$ cat src/rtl/mips_multicycle_control_pkg.sv
// Shared definitions for the multicycle MIPS main control FSM: opcodes,
// state encodings, ALUop / mux select codes and the control-word bundle.
package mips_multicycle_control_pkg;

  localparam logic [5:0] OP_RTYPE = 6'b000000;
  localparam logic [5:0] OP_LW    = 6'b100011;
  localparam logic [5:0] OP_SW    = 6'b101011;
  localparam logic [5:0] OP_BEQ   = 6'b000100;
  localparam logic [5:0] OP_J     = 6'b000010;
  localparam logic [5:0] OP_ADDI  = 6'b001000;

  // ALUop codes shared with ALUControl
  localparam logic [1:0] ALUOP_ADD  = 2'b00;
  localparam logic [1:0] ALUOP_SUB  = 2'b01;
  localparam logic [1:0] ALUOP_FUNC = 2'b10;

  localparam logic [1:0] SRCB_B     = 2'b00;
  localparam logic [1:0] SRCB_FOUR  = 2'b01;
  localparam logic [1:0] SRCB_IMM   = 2'b10;
  localparam logic [1:0] SRCB_IMMSH = 2'b11;

  localparam logic [1:0] PCSRC_ALU    = 2'b00;
  localparam logic [1:0] PCSRC_ALUOUT = 2'b01;
  localparam logic [1:0] PCSRC_JUMP   = 2'b10;

  typedef enum logic [3:0] {
    S_FETCH   = 4'd0,
    S_DECODE  = 4'd1,
    S_MEMADR  = 4'd2,
    S_MEMRD   = 4'd3,
    S_MEMWB   = 4'd4,
    S_MEMWR   = 4'd5,
    S_RTYPEEX = 4'd6,
    S_RTYPEWB = 4'd7,
    S_BEQEX   = 4'd8,
    S_JEX     = 4'd9,
    S_ADDIEX  = 4'd10,
    S_ADDIWB  = 4'd11
  } state_t;

  typedef struct packed {
    logic       pc_write;
    logic       pc_write_cond;
    logic       iord;
    logic       mem_read;
    logic       mem_write;
    logic       ir_write;
    logic       mem_to_reg;
    logic [1:0] pc_source;
    logic [1:0] alu_op;
    logic       alu_src_a;
    logic [1:0] alu_src_b;
    logic       reg_write;
    logic       reg_dst;
  } ctl_t;

endpackage

$ cat src/rtl/mips_multicycle_control_decode.sv
// Combinational Moore decode of the control state into datapath controls;
// only the FETCH-state IR/PC loads additionally depend on mem_ready.
module mips_multicycle_control_decode
  import mips_multicycle_control_pkg::*;
(
  input  logic [3:0] state,
  input  logic       mem_ready,
  output ctl_t       ctl
);

  always_comb begin
    ctl = '0;
    case (state)
      S_FETCH: begin
        ctl.mem_read  = 1'b1;
        ctl.alu_src_b = SRCB_FOUR;
        ctl.alu_op    = ALUOP_ADD;
        ctl.ir_write  = mem_ready;
        ctl.pc_write  = mem_ready;
      end
      S_DECODE: begin
        ctl.alu_src_b = SRCB_IMMSH;
        ctl.alu_op    = ALUOP_ADD;
      end
      S_MEMADR, S_ADDIEX: begin
        ctl.alu_src_a = 1'b1;
        ctl.alu_src_b = SRCB_IMM;
        ctl.alu_op    = ALUOP_ADD;
      end
      S_MEMRD: begin
        ctl.mem_read = 1'b1;
        ctl.iord     = 1'b1;
      end
      S_MEMWB: begin
        ctl.reg_write  = 1'b1;
        ctl.mem_to_reg = 1'b1;
      end
      S_MEMWR: begin
        ctl.mem_write = 1'b1;
        ctl.iord      = 1'b1;
      end
      S_RTYPEEX: begin
        ctl.alu_src_a = 1'b1;
        ctl.alu_src_b = SRCB_B;
        ctl.alu_op    = ALUOP_FUNC;
      end
      S_RTYPEWB: begin
        ctl.reg_write = 1'b1;
        ctl.reg_dst   = 1'b1;
      end
      S_BEQEX: begin
        ctl.alu_src_a     = 1'b1;
        ctl.alu_src_b     = SRCB_B;
        ctl.alu_op        = ALUOP_SUB;
        ctl.pc_write_cond = 1'b1;
        ctl.pc_source     = PCSRC_ALUOUT;
      end
      S_JEX: begin
        ctl.pc_write  = 1'b1;
        ctl.pc_source = PCSRC_JUMP;
      end
      S_ADDIWB: begin
        ctl.reg_write = 1'b1;
      end
      default: ;
    endcase
  end

endmodule

$ cat src/rtl/mips_multicycle_control.sv
// Main control FSM for the multicycle MIPS datapath: state register and
// next-state logic; output decode lives in mips_multicycle_control_decode.
module mips_multicycle_control
  import mips_multicycle_control_pkg::*;
(
  input  logic       clk,
  input  logic       reset,
  input  logic [5:0] Opcode,
  input  logic       MemReady,
  output logic       PCWrite,
  output logic       PCWriteCond,
  output logic       IorD,
  output logic       MemRead,
  output logic       MemWrite,
  output logic       IRWrite,
  output logic       MemtoReg,
  output logic [1:0] PCSource,
  output logic [1:0] ALUop,
  output logic       ALUSrcA,
  output logic [1:0] ALUSrcB,
  output logic       RegWrite,
  output logic       RegDst,
  output logic       Illegal,
  output logic [3:0] State
);

  state_t state_q, state_d;
  ctl_t   ctl;
  logic   illegal;

  always_comb begin
    state_d = state_q;
    illegal = 1'b0;
    case (state_q)
      S_FETCH:   if (MemReady) state_d = S_DECODE;
      S_DECODE: begin
        case (Opcode)
          OP_LW, OP_SW: state_d = S_MEMADR;
          OP_RTYPE:     state_d = S_RTYPEEX;
          OP_BEQ:       state_d = S_BEQEX;
          OP_J:         state_d = S_JEX;
          OP_ADDI:      state_d = S_ADDIEX;
          default: begin
            illegal = 1'b1;
            state_d = S_FETCH;
          end
        endcase
      end
      S_MEMADR:  state_d = (Opcode == OP_LW) ? S_MEMRD : S_MEMWR;
      S_MEMRD:   if (MemReady) state_d = S_MEMWB;
      S_MEMWR:   if (MemReady) state_d = S_FETCH;
      S_RTYPEEX: state_d = S_RTYPEWB;
      S_ADDIEX:  state_d = S_ADDIWB;
      default:   state_d = S_FETCH;
    endcase
  end

  always_ff @(posedge clk) begin
    if (reset) state_q <= S_FETCH;
    else       state_q <= state_d;
  end

  mips_multicycle_control_decode u_decode (
    .state     (state_q),
    .mem_ready (MemReady),
    .ctl       (ctl)
  );

  assign PCWrite     = ctl.pc_write;
  assign PCWriteCond = ctl.pc_write_cond;
  assign IorD        = ctl.iord;
  assign MemRead     = ctl.mem_read;
  assign MemWrite    = ctl.mem_write;
  assign IRWrite     = ctl.ir_write;
  assign MemtoReg    = ctl.mem_to_reg;
  assign PCSource    = ctl.pc_source;
  assign ALUop       = ctl.alu_op;
  assign ALUSrcA     = ctl.alu_src_a;
  assign ALUSrcB     = ctl.alu_src_b;
  assign RegWrite    = ctl.reg_write;
  assign RegDst      = ctl.reg_dst;
  assign Illegal     = illegal;
  assign State       = state_q;

endmodule

$ cat config.mk
export PLATFORM = sky130hd
export DESIGN_NAME = mips_multicycle_control
export DESIGN_NICKNAME = d
export VERILOG_FILES = /design/src/rtl/mips_multicycle_control_pkg.sv /design/src/rtl/mips_multicycle_control_decode.sv /design/src/rtl/mips_multicycle_control.sv
export SDC_FILE = /design/constraint.sdc
export NUM_CORES = 1
export LEC_CHECK = 0
export BUFFER_PORTS_ARGS = -buffer_cell sky130_fd_sc_hd__clkbuf_2
export CAP_MARGIN = 25
export CORE_AREA = 2 2 39 41
export DETAILED_ROUTE_END_ITERATION = 8
export DIE_AREA = 0 0 41 43
export PLACE_DENSITY = 0.72
export SLEW_MARGIN = 20
export SYNTH_ARGS = -nofsm -noshare
export SYNTH_HDL_FRONTEND = slang
export SYNTH_SLANG_ARGS = --single-unit
$ cat constraint.sdc
create_clock -name clk -period 1.8 [get_ports clk]
set_input_delay 0.18 -clock clk [delete_from_list [all_inputs] [get_ports clk]]
set_output_delay 0.18 -clock clk [all_outputs]
set_load 0.02 [all_outputs]
======== Yosys cells after proc, flatten, opt, wreduce, memory -nomap -nowiden ========
Index checks and enable logic that the tools add are counted.
storage, ports and cells
  bits in registers ....................... 4
  latch bits .............................. 0
  bits in writable memories ............... 0
  bits in read-only memories .............. 0
  bits of input ports ..................... 9
  output and inout bits ................... 21
  logic and storage cells ................. 51
  memories ................................ 0
cells by class
  add/subtract/negate cells ............... 0
  multiply operators ...................... 0
  div/mod/pow operators ................... 0
  order comparisons ....................... 0
  equal/unequal tests ..................... 19
  shift-type cells ........................ 0
  multiplexer cells ....................... 21
  bitwise logic cells ..................... 0
  reduce and logical (&&, ||, !) cells .... 10
operators by type and width
  kind                                           count
  one-hot mux 4 bit (7 select lines)             1
  one-hot mux 4 bit (5 select lines)             1
  == test 4 x 3 -> 1 bit, second input constant  4
  == test 4 bit, second input constant           4
  == test 6 bit, second input constant           2
  two-way mux 4 bit                              3
  two-way mux 1 bit                              11
  == test 4 x 2 -> 1 bit, second input constant  2
  one-hot mux 2 bit (2 select lines)             2
  OR reduction 2 bit                             4
  == test 6 x 2 -> 1 bit, second input constant  1
  == test 6 x 3 -> 1 bit, second input constant  1
  == test 6 x 4 -> 1 bit, second input constant  1
  logical NOT 6 bit                              1
  inequality test 2 bit, second input constant   3
  one-hot mux 2 bit (3 select lines)             1
  OR reduction 6 bit                             1
  == test 4 x 1 -> 1 bit, second input constant  1
  logical NOT 4 bit                              1
  OR reduction 4 bit                             1
  two-way mux 3 bit                              1
  AND reduction 3 bit                            1
  OR reduction 3 bit                             1
  one-hot mux 1 bit (2 select lines)             1

======== Longest topological paths before layout ========
Gate-level depths: netlist of run 1.
  word-level depth ........................ 4
  depth in mapped cells ................... 5
  mapped depth without buffers ............ 4

======== Modules after synthesis ========
Synthesis of run 1 repeated with hierarchy kept, for this count alone.
unflattened totals
  cell total of the unflattened synthesis .. 81
  area, all modules ....................... 596.8 sq um
modules (own cells, without submodules)
  module                          instances  cells each  area an instance (sq um)  sequential area each (sq um)
  mips_multicycle_control         1          50          380.4                     80.1
  mips_multicycle_control_decode  1          31          216.5                     0.0

======== Worst setup path before layout of run 1 ========
No wires, ideal clock.
  kind .................................... flip-flop to output port
  from .................................... register state_q[3] (netlist: State[3])
  to ...................................... output port PCSource[0]
  arrival ................................. 1.729 ns
  data required time ...................... 1.620 ns
  slack ................................... -0.109 ns
  stages on the path, launching flop included .. 5
  cells stage by stage .................... dfxtp_1 -> clkbuf_1 -> nand2_1 -> nor3_1 -> buf_4
between the ends
  cells in the longest elaborated chain, start to end .. 2
ends and longest elaborated chain
  what                                    line                                  source
  start, declared                         mips_multicycle_control.sv:27         state_t state_q, state_d;
  start signal, assigned                  mips_multicycle_control.sv:60         else state_q <= state_d;
  == test 4 bit                           mips_multicycle_control_decode.sv:13  case (state)
  one-hot mux 2 bit (2 select lines) (*)  mips_multicycle_control_decode.sv:13
  end, declared                           mips_multicycle_control.sv:17         output logic [1:0] PCSource,
Every way passes the cells marked *; elsewhere a longest branch is shown, timed or not.

======== Worst setup path in the final report of run 1 ========
  from .................................... register state_q[1] (netlist: State[1])
  to ...................................... output port PCWrite
between the ends
  cells in the longest elaborated chain, start to end .. 2
ends and longest elaborated chain
  what                                                       line                                  source
  == test 4 bit / logical NOT 4 bit (equally long branches)  mips_multicycle_control_decode.sv:13
  one-hot mux 1 bit (2 select lines) (*)                     mips_multicycle_control_decode.sv:13
  end, declared                                              mips_multicycle_control.sv:10         output logic PCWrite,
Marked as above.

==> impl_metrics.env, run 1 <==
export IMPL_dpl_hpwl_mm=1.11
export IMPL_die_h_um=43
export IMPL_path_class="reg -> out"
export IMPL_path_clk_slew_ns=0.03
export IMPL_finalCritPeriodShare=0.941
export IMPL_synth_ff_type="dfxtp_1"
export IMPL_p_per_area_nw_per_um2=409
export IMPL_rrSetupSlack_ns=0.45
export IMPL_avgViaCountPerCell=5.30
export IMPL_p_leak_nw=0.314
export IMPL_grt_max_degree=13
export IMPL_cts_sinks=4
export IMPL_insertion_delay_ns=0.23
export IMPL_netlist_instances=78
export IMPL_crit_start="State[1]"
export IMPL_cts_made_buffers=3
export IMPL_finalInstanceArea_um2=709
export IMPL_route_detailed_drc=0
export IMPL_synth_cell_types=33
export IMPL_cp_required_ns=1.62
export IMPL_place_inst=121
export IMPL_drv_slew=0
export IMPL_vias=657
export IMPL_syn_num_nets=87
export IMPL_grt_usage=0.182
export IMPL_areaGrowthSynthToFinish_pct=39.3
export IMPL_worstPathArrival_ns=1.51
export IMPL_tritoncts="yes"
export IMPL_first_global_vias=519
export IMPL_synth_top_area_frac=0.157
export IMPL_endpoint="PCWrite"
export IMPL_dr_pass1_iters=4
export IMPL_rr_worst_depth=3
export IMPL_tightest_slew_ns=0.416
export IMPL_cp_max_fo=10
export IMPL_gp_congestion=0.846
export IMPL_endpoint_kind="primary output"
export IMPL_yosys_top_cells_area="dfxtp_1, nor2_1, nor3_1"
export IMPL_post_drt_wl_per_cell_um=11.2
export IMPL_hold_buffers=0
export IMPL_num_antenna_cells=0
export IMPL_clockBufferDepth=2
export IMPL_die_w_um=41
export IMPL_root_buffer="clkbuf_4"
export IMPL_synth_edf_count=0
export IMPL_slew_headroom=0.720
export IMPL_hold_class="in -> reg"
export IMPL_timing_rr_start="State[1]"
export IMPL_max_freq_ghz=0.591
export IMPL_fin_skew_ns=0.00182
export IMPL_vdd_ir_drop_worst_v=0.000239
export IMPL_netlist_top_cell_by_area="dfxtp_1"
export IMPL_fin_cells=124
export IMPL_core_um2=1380
export IMPL_die_area_um2=1760
export IMPL_setup_viol=0
export IMPL_grt_pass1_wl_mm=2.28
export IMPL_row_count=14
export IMPL_postRouteAntennaNets=0
export IMPL_rsz0062_at_grt="false"
export IMPL_largest_reg_flops=4
export IMPL_initial_core_util=0.368
export IMPL_dpl_cell_area_um2=682
export IMPL_antenna_found_initial=0
export IMPL_syn_area_um2=509
export IMPL_ys_ff_latch=4
export IMPL_cp_start_kind="flip-flop"
export IMPL_setup_tns_ns=0
export IMPL_nets=119
export IMPL_hold_viol=0
export IMPL_drive_gt1_frac=0.426
export IMPL_r2r_end="State[2]"
export IMPL_io_buffers=29
export IMPL_async_flop_share=0
export IMPL_synth_area_per_cell_um2=6.53
export IMPL_yosys_warnings=0
export IMPL_h_tree_depth=1
export IMPL_status="completed"
export IMPL_final_common_cell="clkbuf_2"
export IMPL_io_pins=30
export IMPL_yosysSeqAreaShare=0.157
export IMPL_drt_iter0_drc=10
export IMPL_overflow=0
export IMPL_mostFrequentLayoutCells="clkbuf_2, nor2_1, nand2_1"
export IMPL_drt_wl_total_mm=1.39
export IMPL_min_period_ns=1.69
export IMPL_cap_viol_max_count=0
[worst min-delay path by stage]
| stage | from | endpoint | cells past startpoint |
|---|---|---|---|
| 5_1_grt | reset | State[2] | 2 |
| 3_5_place_dp | reset | State[2] | 2 |
| 6_report | reset | State[2] | 2 |
| 3_3_place_gp | reset | State[2] | 2 |
| 4_1_cts | reset | State[2] | 2 |
| 2_1_floorplan | reset | State[2] | 1 |
[synth_stat cells, drive strengths merged (2+ instances only)]
master,count
nor4,3
nand2b,4
nand2,6
dfxtp,4
nand4,2
a21oi,5
nor2,17
inv,2
nor3,6
buf,6
or3,2
o211ai,2
o311ai,2
mux2i,2
[area by class of cell]
type / count / area [um^2]
clock buffer: 3 / 22.5
fill: 144 / 674
inverter: 2 / 7.51
multi-input combinational: 65 / 394
sequential: 4 / 82.6
tap: 16 / 20.0
timing repair buffer: 34 / 183
[kinds of logic (layout without fill, tap and decap cells)]
logic type | after synthesis | after routing | synth area share
simple gates | 45 | 45 | 0.450
compound gates | 16 | 16 | 0.236
buf+inv | 9 | 39 | 0.0835
flops | 4 | 4 | 0.157
xor+xnor | 2 | 2 | 0.0344
mux | 2 | 2 | 0.0393
[power by group]
part / switching [mW] / internal [mW] / total (mW) / leakage, nW
combinational: 0.0526 / 0.0322 / 0.0848 / 0.266
sequential: 0.00548 / 0.0914 / 0.0968 / 0.0333
clock: 0.0338 / 0.0744 / 0.108 / 0.0138
[layer usage]
| layer | vias to the layer above | share of wire | track usage |
|---|---|---|---|
| li1 | 351 | - | - |
| met1 | 285 | 0.47 | 0.277 |
| met2 | 21 | 0.48 | 0.259 |
| met3 | 0 | 0.052 | 0.0157 |
| met4 | 0 | 0 | 0.0600 |
| met5 | - | 0 | 0 |
[worst max-delay path: stages, from the launching register on]
cell and delay, ns:
dfxtp_1 0.50, nand2b_1 0.25, nor2_1 0.08, or2_2 0.29
clkbuf_2 0.15
[repair_timing]
action,CTS,global route
buffers inserted,0,0
endpoints found under the setup margin,1,1
gates resized for setup,1,2
hold endpoints to repair,0,0
gates cloned,0,0
[metrics by stage]
step / worst slack (ns) / hold WS (ns) / utilization / power (mW)
2_1_floorplan: -0.0170 / 0.256 / - / 0.148
3_3_place_gp: 0.279 / 0.454 / 0.493 / 0.181
3_5_place_dp: 0.249 / 0.449 / 0.493 / 0.182
4_1_cts: 0.0957 / 0.198 / 0.510 / 0.293
5_1_grt: 0.0195 / 0.219 / 0.513 / 0.312
6_report: 0.107 / 0.207 / 0.513 / 0.290
Power figures use the tool's default switching activity.
==> run 2: changes to the inputs <==
==> constraint.sdc (replaced) <==
create_clock -name clk -period 1.9 [get_ports clk]
set_input_delay 0.19 -clock clk [delete_from_list [all_inputs] [get_ports clk]]
set_output_delay 0.19 -clock clk [all_outputs]
set_load 0.02 [all_outputs]
==> run 2 against run 1 <==
Against the previous run:
- combinational power fell by 7.8%
- die area unchanged
- global-route usage grew 0.77 points
- cell count shrank 1.6%
- register-to-register slack lost 0.08 ns
- sequential share of layout area about the same
- critical path type unchanged
- critical endpoint unchanged
- largest power group unchanged
==> impl_metrics.env, run 2 (synthesized netlist as in run 1, its figures left out) <==
export IMPL_status="completed"
export IMPL_slew_headroom=0.707
export IMPL_setup_tns_ns=0
export IMPL_row_count=14
export IMPL_initial_core_util=0.368
export IMPL_root_buffer="clkbuf_4"
export IMPL_drt_iter0_drc=12
export IMPL_hold_viol=0
export IMPL_max_freq_ghz=0.565
export IMPL_dpl_hpwl_mm=1.17
export IMPL_endpoint_kind="primary output"
export IMPL_grt_usage=0.190
export IMPL_die_w_um=41
export IMPL_mostFrequentLayoutCells="clkbuf_2, nor2_1, nand2_1"
export IMPL_holdWs_ns=0.222
export IMPL_post_drt_wl_per_cell_um=11.9
export IMPL_drive_gt1_frac=0.387
export IMPL_die_h_um=43
export IMPL_p_per_area_nw_per_um2=403
export IMPL_vdd_ir_drop_worst_v=0.000235
export IMPL_setup_viol=0
export IMPL_cp_required_ns=1.71
export IMPL_grt_max_degree=15
export IMPL_die_area_um2=1760
export IMPL_grt_pass1_wl_mm=2.34
export IMPL_path_class="reg -> out"
export IMPL_hold_buffers=0
export IMPL_num_antenna_cells=0
export IMPL_gp_congestion=0.830
export IMPL_largest_reg_flops=4
export IMPL_nets=117
export IMPL_rsz0062_at_grt="false"
export IMPL_worstPathArrival_ns=1.58
export IMPL_p_leak_nw=0.302
export IMPL_cap_viol_max_count=0
export IMPL_tritoncts="yes"
export IMPL_cts_made_buffers=3
export IMPL_finalCritPeriodShare=0.931
export IMPL_fin_util=0.498
export IMPL_clockBufferDepth=2
export IMPL_io_pins=30
export IMPL_vias=675
export IMPL_drt_wl_total_mm=1.45
export IMPL_antenna_found_initial=0
export IMPL_cp_max_fo=12
export IMPL_cts_sinks=4
export IMPL_avgViaCountPerCell=5.53
export IMPL_overflow=0
export IMPL_hold_class="in -> reg"
export IMPL_insertion_delay_ns=0.24
export IMPL_fin_skew_ns=0.00796
export IMPL_route_detailed_drc=0
export IMPL_path_clk_slew_ns=0.03
export IMPL_postRouteAntennaNets=0
export IMPL_fillers=148
export IMPL_postCtsSetupBuffers=0
export IMPL_dr_pass1_iters=4
export IMPL_areaGrowthSynthToFinish_pct=35.4
export IMPL_final_common_cell="clkbuf_2"
export IMPL_first_global_vias=538
export IMPL_core_um2=1380
export IMPL_io_buffers=29
export IMPL_h_tree_depth=1
export IMPL_cp_start_kind="flip-flop"
export IMPL_cts_resized_gates=0
export IMPL_min_period_ns=1.77
export IMPL_drv_slew=0
export IMPL_tightest_slew_ns=0.439
-- run 2: cell count changes in the layout (fill, tap and decap cells not counted), sizes merged --
cell / previous run / this run
buf: 5 / 3
-- run 2: final timing paths --
check            from        to  slack [ns]  depth (start not counted)
max          State[2]   PCWrite        0.13                          5
max reg2reg  State[0]  State[0]        0.37                          4
min             reset  State[2]        0.22                          2
min reg2reg  State[3]  State[3]        0.71                          3
-- run 2: layout make-up --
cell class              instances  area (um^2)  share of cell area
multi-input cells              65          392               0.568
flip-flops and latches          4         80.1               0.116
clock buffers                   3         22.5              0.0327
inverters                       2         7.51              0.0109
repair buffers                 32          168               0.243
well taps                      16         20.0              0.0290
-- run 2: metal layers --
metal / part of all wire / track usage
met2: 0.50 / 0.306
met4: 0.0097 / 0.0800
met1: 0.43 / 0.244
met5: 0 / 0
met3: 0.053 / 0.0157
-- run 2: where the power goes --
group	switching, mW	internal, mW	total (mW)
logic	0.0495	0.0287	0.0782
clock network	0.0369	0.0708	0.108
registers	0.00562	0.0862	0.0918
total	0.0921	0.186	0.278
-- run 2: worst max-delay path, stage by stage (launching register included) --
cell and delay, ns:
dfxtp_1 0.58, inv_1 0.15, nand2_1 0.12, nor2_1 0.06, or2_2 0.29, clkbuf_2 0.15
-- run 2: per-stage QoR --
step / power [mW] / instances / area, um^2 / worst slack (ns)
floorplan: 0.140 / 78 / 514 / 0.0730
detailed placement: 0.171 / 119 / 667 / 0.379
CTS: 0.280 / 122 / 689 / 0.127
global placement: 0.169 / 119 / 667 / 0.372
global route: 0.291 / 122 / 689 / 0.0143
finish: 0.278 / 122 / 689 / 0.131
==> run 3: changes to the inputs <==
--- a/config.mk
+++ b/config.mk
@@ -10,7 +10,8 @@
 export CORE_AREA = 2 2 39 41
 export DETAILED_ROUTE_END_ITERATION = 8
 export DIE_AREA = 0 0 41 43
-export PLACE_DENSITY = 0.72
+export GPL_TIMING_DRIVEN = 0
+export PLACE_DENSITY_LB_ADDON = 0.05
 export SLEW_MARGIN = 20
 export SYNTH_ARGS = -nofsm -noshare
 export SYNTH_HDL_FRONTEND = slang
==> run 3 against run 2 <==
Against the previous run:
- sequential power down 4.0%
- register-to-register slack better by 0.07 ns
- critical path depth unchanged
- global-route usage down 0.26 points
- largest power group unchanged
==> impl_metrics.env, run 3 (synthesized netlist as in run 1, its figures left out) <==
export IMPL_status="completed"
export IMPL_clockBufferDepth=2
export IMPL_max_freq_ghz=0.577
export IMPL_mostFrequentLayoutCells="clkbuf_2, nor2_1, nand2_1"
export IMPL_holdWs_ns=0.214
export IMPL_drive_gt1_frac=0.404
export IMPL_core_um2=1380
export IMPL_finalCritPeriodShare=0.912
export IMPL_row_count=14
export IMPL_hold_class="in -> reg"
export IMPL_fin_cells=125
export IMPL_postRouteAntennaNets=0
export IMPL_cp_max_fo=10
export IMPL_worstPathArrival_ns=1.54
export IMPL_drt_iter0_drc=9
export IMPL_power_uw=279
export IMPL_antenna_found_initial=0
export IMPL_dpl_hpwl_mm=1.16
export IMPL_cp_start_kind="flip-flop"
export IMPL_seqPwrFrac=0.315
export IMPL_fin_util=0.505
export IMPL_grt_max_degree=11
export IMPL_place_inst=122
export IMPL_h_tree_depth=1
export IMPL_dr_pass1_iters=4
export IMPL_grt_usage=0.187
export IMPL_finalInstanceArea_um2=699
export IMPL_overflow=0
export IMPL_root_buffer="clkbuf_4"
export IMPL_cts_made_buffers=3
export IMPL_largest_reg_flops=4
export IMPL_tightest_slew_ns=0.441
export IMPL_internal_power_uw=187
export IMPL_gp_congestion=0.806
export IMPL_p_sw_frac=0.332
export IMPL_final_common_cell="clkbuf_2"
export IMPL_die_area_um2=1760
export IMPL_route_detailed_drc=0
export IMPL_drt_wl_total_mm=1.50
export IMPL_vias=680
export IMPL_die_w_um=41
export IMPL_areaGrowthSynthToFinish_pct=37.3
export IMPL_fillers=161
export IMPL_cap_viol_max_count=0
export IMPL_cts_sinks=4
export IMPL_hold_viol=0
export IMPL_multi_input_area_um2=392
export IMPL_postCtsSetupBuffers=0
export IMPL_setup_viol=0
export IMPL_worst_slack_ns=0.168
export IMPL_io_buffers=28
export IMPL_slew_headroom=0.703
export IMPL_p_per_area_nw_per_um2=399
export IMPL_hold_buffers=0
export IMPL_fin_skew_ns=0.00953
export IMPL_insertion_delay_ns=0.24
export IMPL_tritoncts="yes"
export IMPL_nets=120
export IMPL_die_h_um=43
export IMPL_rsz0062_at_grt="false"
export IMPL_endpoint_kind="primary output"
export IMPL_initial_core_util=0.368
export IMPL_cp_required_ns=1.71
export IMPL_combPwrFrac=0.297
export IMPL_seq_area_um2=80.1
export IMPL_p_clk_frac=0.388
export IMPL_p_leak_nw=0.319
export IMPL_dpl_cell_area_um2=674
export IMPL_path_clk_slew_ns=0.04
export IMPL_switching_power_uw=92.8
export IMPL_grt_pass1_wl_mm=2.32
export IMPL_num_antenna_cells=0
export IMPL_post_drt_wl_per_cell_um=12.0
export IMPL_drv_slew=0
export IMPL_io_pins=30
export IMPL_setup_tns_ns=0
export IMPL_pre_cts_ws_ns=0.247
export IMPL_first_global_vias=565
export IMPL_min_period_ns=1.73
export IMPL_path_class="reg -> out"
export IMPL_vdd_ir_drop_worst_v=0.000160
export IMPL_avgViaCountPerCell=5.44
==> run 3: cell types whose count changed in the layout (fill, tap and decap cells not counted) <==
cell and change:
buf_4 -2, buf_2 +5
==> run 3: power groups by stage <==
stage                     clock network, mW  registers [mW]  logic, mW
after floorplan                           0          0.0911     0.0491
after global placement                    0          0.0893     0.0821
after detailed placement                  0          0.0894     0.0823
after CTS                             0.106          0.0880     0.0831
after global routing                  0.112          0.0884     0.0924
final                                 0.108          0.0881     0.0829
==> run 3: cell type report <==
type / instances / area share
repair buffers: 28 / 0.200
inverters: 2 / 0.0107
flip-flops and latches: 4 / 0.114
plain buffers: 7 / 0.0537
well taps: 16 / 0.0286
multi-input cells: 65 / 0.560
clock buffers: 3 / 0.0322
==> run 3: timing repair <==
action / in CTS / in global routing
endpoints found under the hold margin: 0 / 0
pin swaps: 0 / 0
setup endpoints to repair: 2 / 7
gates resized for setup: 1 / 2
cloned: 0 / 0
==> run 3: worst max-delay path, stage by stage (launching register included) <==
cell and delay, ns:
dfxtp_1 0.39, buf_2 0.25, nor2_1 0.07, and3_1 0.18, or2_2 0.26, clkbuf_2 0.15
==> run 3: final timing paths <==
check | startpoint | to | slack, ns | cells after the start
min reg2reg | State[2] | State[2] | 0.54 | 2
max reg2reg | State[0] | State[2] | 0.44 | 4
min | reset | State[2] | 0.21 | 2
max | State[0] | PCWrite | 0.17 | 5
==> run 3: layer usage <==
layer	track usage	wire, um	up-vias
li1	-	-	345
met1	0.239	648	302
met2	0.313	726	29
met3	0.0157	99	4
met4	0.0600	23	0
met5	0	0	-
